==> src/rtl/ddr3_emif_arbiter.sv <==
// Two-port arbiter in front of a DDR3 EMIF: port A reads, port B writes.
// Define DDR3_ARB_RR_EN for round-robin; otherwise port A has fixed priority.
module ddr3_emif_arbiter #(
  parameter int MAX_OUTSTANDING = 32
) (
  input  logic         ddr3_emif_clk,
  input  logic         ddr3_emif_rst,
  input  logic         a_read,
  input  logic [21:0]  a_addr,
  input  logic [4:0]   a_burst_count,
  output logic         a_waitrequest,
  output logic [255:0] a_rddata,
  output logic         a_rddata_valid,
  input  logic         b_write,
  input  logic [21:0]  b_addr,
  input  logic [4:0]   b_burst_count,
  input  logic [255:0] b_write_data,
  input  logic [31:0]  b_byte_enable,
  output logic         b_waitrequest,
  input  logic         ddr3_emif_ready,
  input  logic [255:0] ddr3_emif_read_data,
  input  logic         ddr3_emif_rddata_valid,
  output logic         ddr3_emif_read,
  output logic         ddr3_emif_write,
  output logic [21:0]  ddr3_emif_addr,
  output logic [255:0] ddr3_emif_write_data,
  output logic [31:0]  ddr3_emif_byte_enable,
  output logic [4:0]   ddr3_emif_burst_count
);

  typedef enum logic [1:0] {ARB_IDLE, ARB_RD, ARB_WR} state_t;

  state_t      state;
  logic        last_grant_a;
  logic [5:0]  outstanding;
  logic [4:0]  beat_cnt;
  logic [4:0]  burst_lat;

  logic [4:0]  a_burst_eff;
  logic [4:0]  b_burst_eff;
  logic        a_eligible;
  logic        grant_a;
  logic        rd_accept;
  logic        wr_accept;
  logic [6:0]  out_sum;
  logic [6:0]  out_next;

  assign a_burst_eff = (a_burst_count == 5'd0) ? 5'd1 : a_burst_count;
  assign b_burst_eff = (b_burst_count == 5'd0) ? 5'd1 : b_burst_count;

  assign a_eligible = a_read &&
                      (({1'b0, outstanding} + {2'b00, a_burst_eff}) <= 7'(MAX_OUTSTANDING));

`ifdef DDR3_ARB_RR_EN
  assign grant_a = a_eligible && (!b_write || !last_grant_a);
`else
  assign grant_a = a_eligible;
`endif

  assign rd_accept = (state == ARB_RD) && a_read && ddr3_emif_ready;
  assign wr_accept = (state == ARB_WR) && b_write && ddr3_emif_ready;

  // Returns with nothing counted (e.g. in flight across a reset) saturate at zero.
  assign out_sum  = {1'b0, outstanding} + (rd_accept ? {2'b00, a_burst_eff} : 7'd0);
  assign out_next = (ddr3_emif_rddata_valid && (out_sum != 7'd0)) ? out_sum - 7'd1 : out_sum;

  assign a_waitrequest  = !((state == ARB_RD) && ddr3_emif_ready);
  assign b_waitrequest  = !((state == ARB_WR) && ddr3_emif_ready);
  assign a_rddata       = ddr3_emif_read_data;
  assign a_rddata_valid = ddr3_emif_rddata_valid;

  always_ff @(posedge ddr3_emif_clk) begin
    if (ddr3_emif_rst) begin
      state        <= ARB_IDLE;
      last_grant_a <= 1'b0;
      outstanding  <= 6'd0;
      beat_cnt     <= 5'd0;
      burst_lat    <= 5'd0;
    end else begin
      outstanding <= out_next[5:0];
      case (state)
        ARB_IDLE: begin
          if (grant_a) begin
            state        <= ARB_RD;
            last_grant_a <= 1'b1;
          end else if (b_write) begin
            state        <= ARB_WR;
            last_grant_a <= 1'b0;
          end
        end
        ARB_RD: begin
          if (!a_read || ddr3_emif_ready) state <= ARB_IDLE;
        end
        ARB_WR: begin
          // beat_cnt holds beats still owed after the first; zero means burst not started.
          if (wr_accept) begin
            if (beat_cnt == 5'd0) begin
              if (b_burst_eff == 5'd1) begin
                state <= ARB_IDLE;
              end else begin
                beat_cnt  <= b_burst_eff - 5'd1;
                burst_lat <= b_burst_eff;
              end
            end else begin
              beat_cnt <= beat_cnt - 5'd1;
              if (beat_cnt == 5'd1) state <= ARB_IDLE;
            end
          end
        end
        default: state <= ARB_IDLE;
      endcase
    end
  end

  always_comb begin
    ddr3_emif_read        = 1'b0;
    ddr3_emif_write       = 1'b0;
    ddr3_emif_addr        = 22'd0;
    ddr3_emif_write_data  = 256'd0;
    ddr3_emif_byte_enable = 32'd0;
    ddr3_emif_burst_count = 5'd0;
    case (state)
      ARB_RD: begin
        ddr3_emif_read        = a_read;
        ddr3_emif_addr        = a_addr;
        ddr3_emif_burst_count = a_burst_eff;
      end
      ARB_WR: begin
        ddr3_emif_write       = b_write;
        ddr3_emif_addr        = b_addr;
        ddr3_emif_write_data  = b_write_data;
        ddr3_emif_byte_enable = b_byte_enable;
        ddr3_emif_burst_count = (beat_cnt == 5'd0) ? b_burst_eff : burst_lat;
      end
      default: ;
    endcase
  end

endmodule

==> config.mk <==
export PLATFORM = sky130hd
export DESIGN_NAME = ddr3_emif_arbiter
export DESIGN_NICKNAME = d
export VERILOG_FILES = /design/src/rtl/ddr3_emif_arbiter.sv
export SDC_FILE = /design/constraint.sdc
export NUM_CORES = 1
export LEC_CHECK = 0
export ABC_AREA = 1
export CAP_MARGIN = 30
export CORE_AREA = 2 2 463 465
export DETAILED_ROUTE_END_ITERATION = 10
export DIE_AREA = 0 0 465 467
export GPL_ROUTABILITY_DRIVEN = 0
export PLACE_DENSITY_LB_ADDON = 0.08
export SYNTH_ARGS = -nofsm -noshare
export SYNTH_HDL_FRONTEND = slang
export SYNTH_SLANG_ARGS = --single-unit
==> constraint.sdc <==
create_clock -name ddr3_emif_clk -period 3.2 [get_ports ddr3_emif_clk]
set_clock_uncertainty 0.15 [all_clocks]
set_input_delay 0.48 -clock ddr3_emif_clk [delete_from_list [all_inputs] [get_ports ddr3_emif_clk]]
set_output_delay 0.48 -clock ddr3_emif_clk [all_outputs]
set_load 0.01 [all_outputs]
==> summary.txt <==
Logic synthesis
  • Largest cells by area after synthesis: buf_4 (31%), nand2_1 (23%), inv_1 (20%), dfxtp_1 (5.7%), ha_1 (3.8%)
  • Share of Yosys cell area claimed by the top area cell type: 30.6%
  • Cell area after synthesis: 6310 um2
  • Most frequent cell after synthesis: nand2_1
  • Post-synth top area cell: buf_4
  • Syn avg cell area: 5.21 um2
  • Ys Warns: 0
  • Post-Syn Instances: 1211
  • Syn nets: 1836
  • Most used DFF post-synth: dfxtp_1
  • EDFF count, synth: 0
  • Async SR Flop Fraction: 0%
  • Seq/Total Area, Yosys: 5.71%
  • #FFs+latches synth: 18
  • Post-synth top cells: nand2_1 (395), inv_1 (330), buf_4 (257)
  • Synth unique cells: 36

Critical path
  • CP Max Fanout: 2
  • Setup crit start: b_burst_count[3]
  • CP delay by family, top: buffers and inverters
  • End point of the critical path: ddr3_emif_burst_count[0]
  • Nature of the critical path startpoint: input port
  • Reg2Reg Depth: 16
  • RR Startpoint: state[1]
  • CP endpoint kind: output port
  • Path type of the worst setup path: input port to output port
  • Worst path depth: 9
  • R2r endpoint: outstanding[3]
  • Worst Path Arrival: 2.39 ns
  • Buf/Inv on CP: 3
  • Worst R2R Setup Slack: 0.25 ns
  • CP max stage cell: clkdlybuf4s50_1
  • CP Data Required Time: 2.57 ns
  • Crit-path max cell delay: 0.57 ns
  • Critical-path cell list: clkdlybuf4s50_1 -> nor2_1 -> nand4_1 -> nand2_1 -> inv_1 -> nand2_1 -> o211ai_1 -> a21oi_1 -> clkdlybuf4s50_1

Routing
  • WL final: 108000 um
  • Post-route DRC: 0
  • DRT antenna net count: 0
  • Via density per instance: 1.97
  • Initial DRC Count: 342
  • Vias: 8770
  • Routed wire length per instance: 24.2 um
  • DRT Pass-1 Iters: 5

Power
  • Power Dens Cells: 511 nW/um2
  • LEAKAGE: 7.17 nW
  • Worst vdd ir: 0.256 mV

Clocking
  • Clock tree buffer depth: 2
  • Clock transition at path regs: 0.06 ns
  • TritonCTS clock tree: done
  • H-tree Lvls: 1
  • CTS Buf Count: 3
  • Worst skew pair latency: 0.26 ns
  • CTS root buf: clkbuf_16
  • Clock Sinks: 18

Global route
  • Gr usage total: 9.41%
  • Remaining Overflow, GRT: 0
  • Pin count of the biggest net entering global routing: 49
  • Antenna violations before repair: 62
  • First-pass GRT wire length: 129000 um
  • Vias in the first global route: 9486

Outcome
  • Result of the run: completed

Timing
  • Final worst slack: 0.176 ns
  • Slew headroom: 65.5%
  • Final setup violation count: 0
  • Worst-margin pin slew: 0.516 ns
  • Final setup TNS: 0 ns
  • Fin crit share: 94.5%
  • Endpoints failing hold: 0
  • Fmax: 0.331 GHz
  • RSZ-0062 raised after global routing: no
  • Fin. max-slew vios: 0
  • Minimum clock period: 3.02 ns

Placed design
  • Post-DP HPWL: 102000 um
  • Port Buffers: 667
  • Place WS: -0.264 ns

Floorplanning
  • DIE AREA: 217000 um2
  • Core ar.: 212000 um2
  • Die Width: 465 um
  • FP Rows: 169
  • Ports: 1180
  • Initial core utilization: 2.98%
  • Chip height: 467 um

Final layout
  • Layout cell share with drive strength beyond 1: 10.1%
  • Fin nets: 2263
  • Syn-to-layout area delta: 149%

Worst hold path
  • Hold Path Class: flop to flop

Flow run
  • Max-cap violation count: 0
==> through the flow <==
step / power [mW] / cells / hold WS (ns) / util (%) / area, um2
6_report: 8.05 / 4461 / 0.318 / 7.44 / 15700
4_1_cts: 8.49 / 4458 / 0.323 / 7.42 / 15700
3_5_place_dp: 8.10 / 4451 / 0.311 / 7.37 / 15600
2_1_floorplan: 3.02 / 1211 / 0.293 / - / 6310
5_1_grt: 8.77 / 4458 / 0.344 / 7.43 / 15700
3_3_place_gp: 8.17 / 4451 / 0.310 / 7.37 / 15600
==> cell usage in the layout, fill, tap and decap left out, types with 2 or more instances in the layout <==
cell             instances
inv_1                  330
o21ai_0                 15
diode_2                  3
fa_1                     2
a31oi_1                  6
a21oi_1                 44
buf_4                   57
nand3_2                  4
clkbuf_16                3
nand2_2                  6
nor2_4                   3
buf_12                  78
or2_2                    3
ha_1                    17
clkdlybuf4s50_1        583
nor2_1                  20
dlymetal6s2s_1           4
xor2_1                   4
nor2_2                   2
dfxtp_1                 18
a21oi_2                  2
nand2_1                394
nand3_1                 15
nand4_1                 11
==> power breakdown <==
part	internal (mW)	leakage (nW)	switching (mW)
logic	3.30	6.98	4.11
clock network	0.191	0.0442	0.111
registers	0.273	0.147	0.0640
total	3.76	7.17	4.29
==> layout make-up <==
type,count,area [um2]
sequential,18,360
timing repair buffer,722,7880
clock buffer,4,88.8
tap,2821,3530
multi-input combinational,562,2640
fill,25023,196000
antenna,3,7.51
inverter,331,1240
==> sequential cells by signal, summed over array words and instances (netlist names) <==
signal / count
beat_cnt: 5
burst_lat: 5
outstanding: 6
state: 2
==> layer usage <==
metal | GRT usage [%] | wire length [um] | up-vias
met2 | 16.8 | 53700 | 655
li1 | - | - | 4004
met3 | 5.91 | 15100 | 274
met4 | 2.19 | 3290 | 34
met1 | 9.07 | 35500 | 3803
met5 | 0 | 226 | -
==> worst min path at each step <==
stage	startpoint	endpoint	slack, ns	depth (start not counted)
CTS	beat_cnt[2]	beat_cnt[2]	0.32	2
finish	beat_cnt[2]	beat_cnt[2]	0.32	2
global route	beat_cnt[2]	beat_cnt[2]	0.34	2
detailed placement	beat_cnt[2]	beat_cnt[2]	0.31	2
global placement	beat_cnt[2]	beat_cnt[2]	0.31	2
floorplan	beat_cnt[2]	beat_cnt[2]	0.29	2
==> worst register-to-register path, stage by stage (launching register included) <==
cell     delay, ns
dfxtp_1       0.33
inv_1         0.06
ha_2          0.21
nand2_1       0.08
inv_1         0.07
nand2_2       0.12
nor2_1        0.07
ha_1          0.21
fa_1          0.52
inv_1         0.07
ha_1          0.20
and3_1        0.18
nand3_2       0.12
nor2_2        0.07
nor2_4        0.21
nand2_1       0.08
a21oi_1       0.13
==> cells by family after synthesis <==
family	Yosys count	synth area share (%)
AO/OA/AOI/OAI	72	6.15
XOR/XNOR	6	1.13
flip-flops	18	5.71
adder cells (fa/ha/maj)	21	4.40
AND/OR/NAND/NOR	463	29.7
buffers and inverters	631	52.9
==> timing repair <==
item | 4_1_cts | 5_1_grt
resized for setup | 0 | 6
endpoints found under the setup margin | 3 | 8
pin swaps | 1 | 1
setup buffers | 3 | 0
hold buffers | 0 | 0
Power figures use the tool's default switching activity.
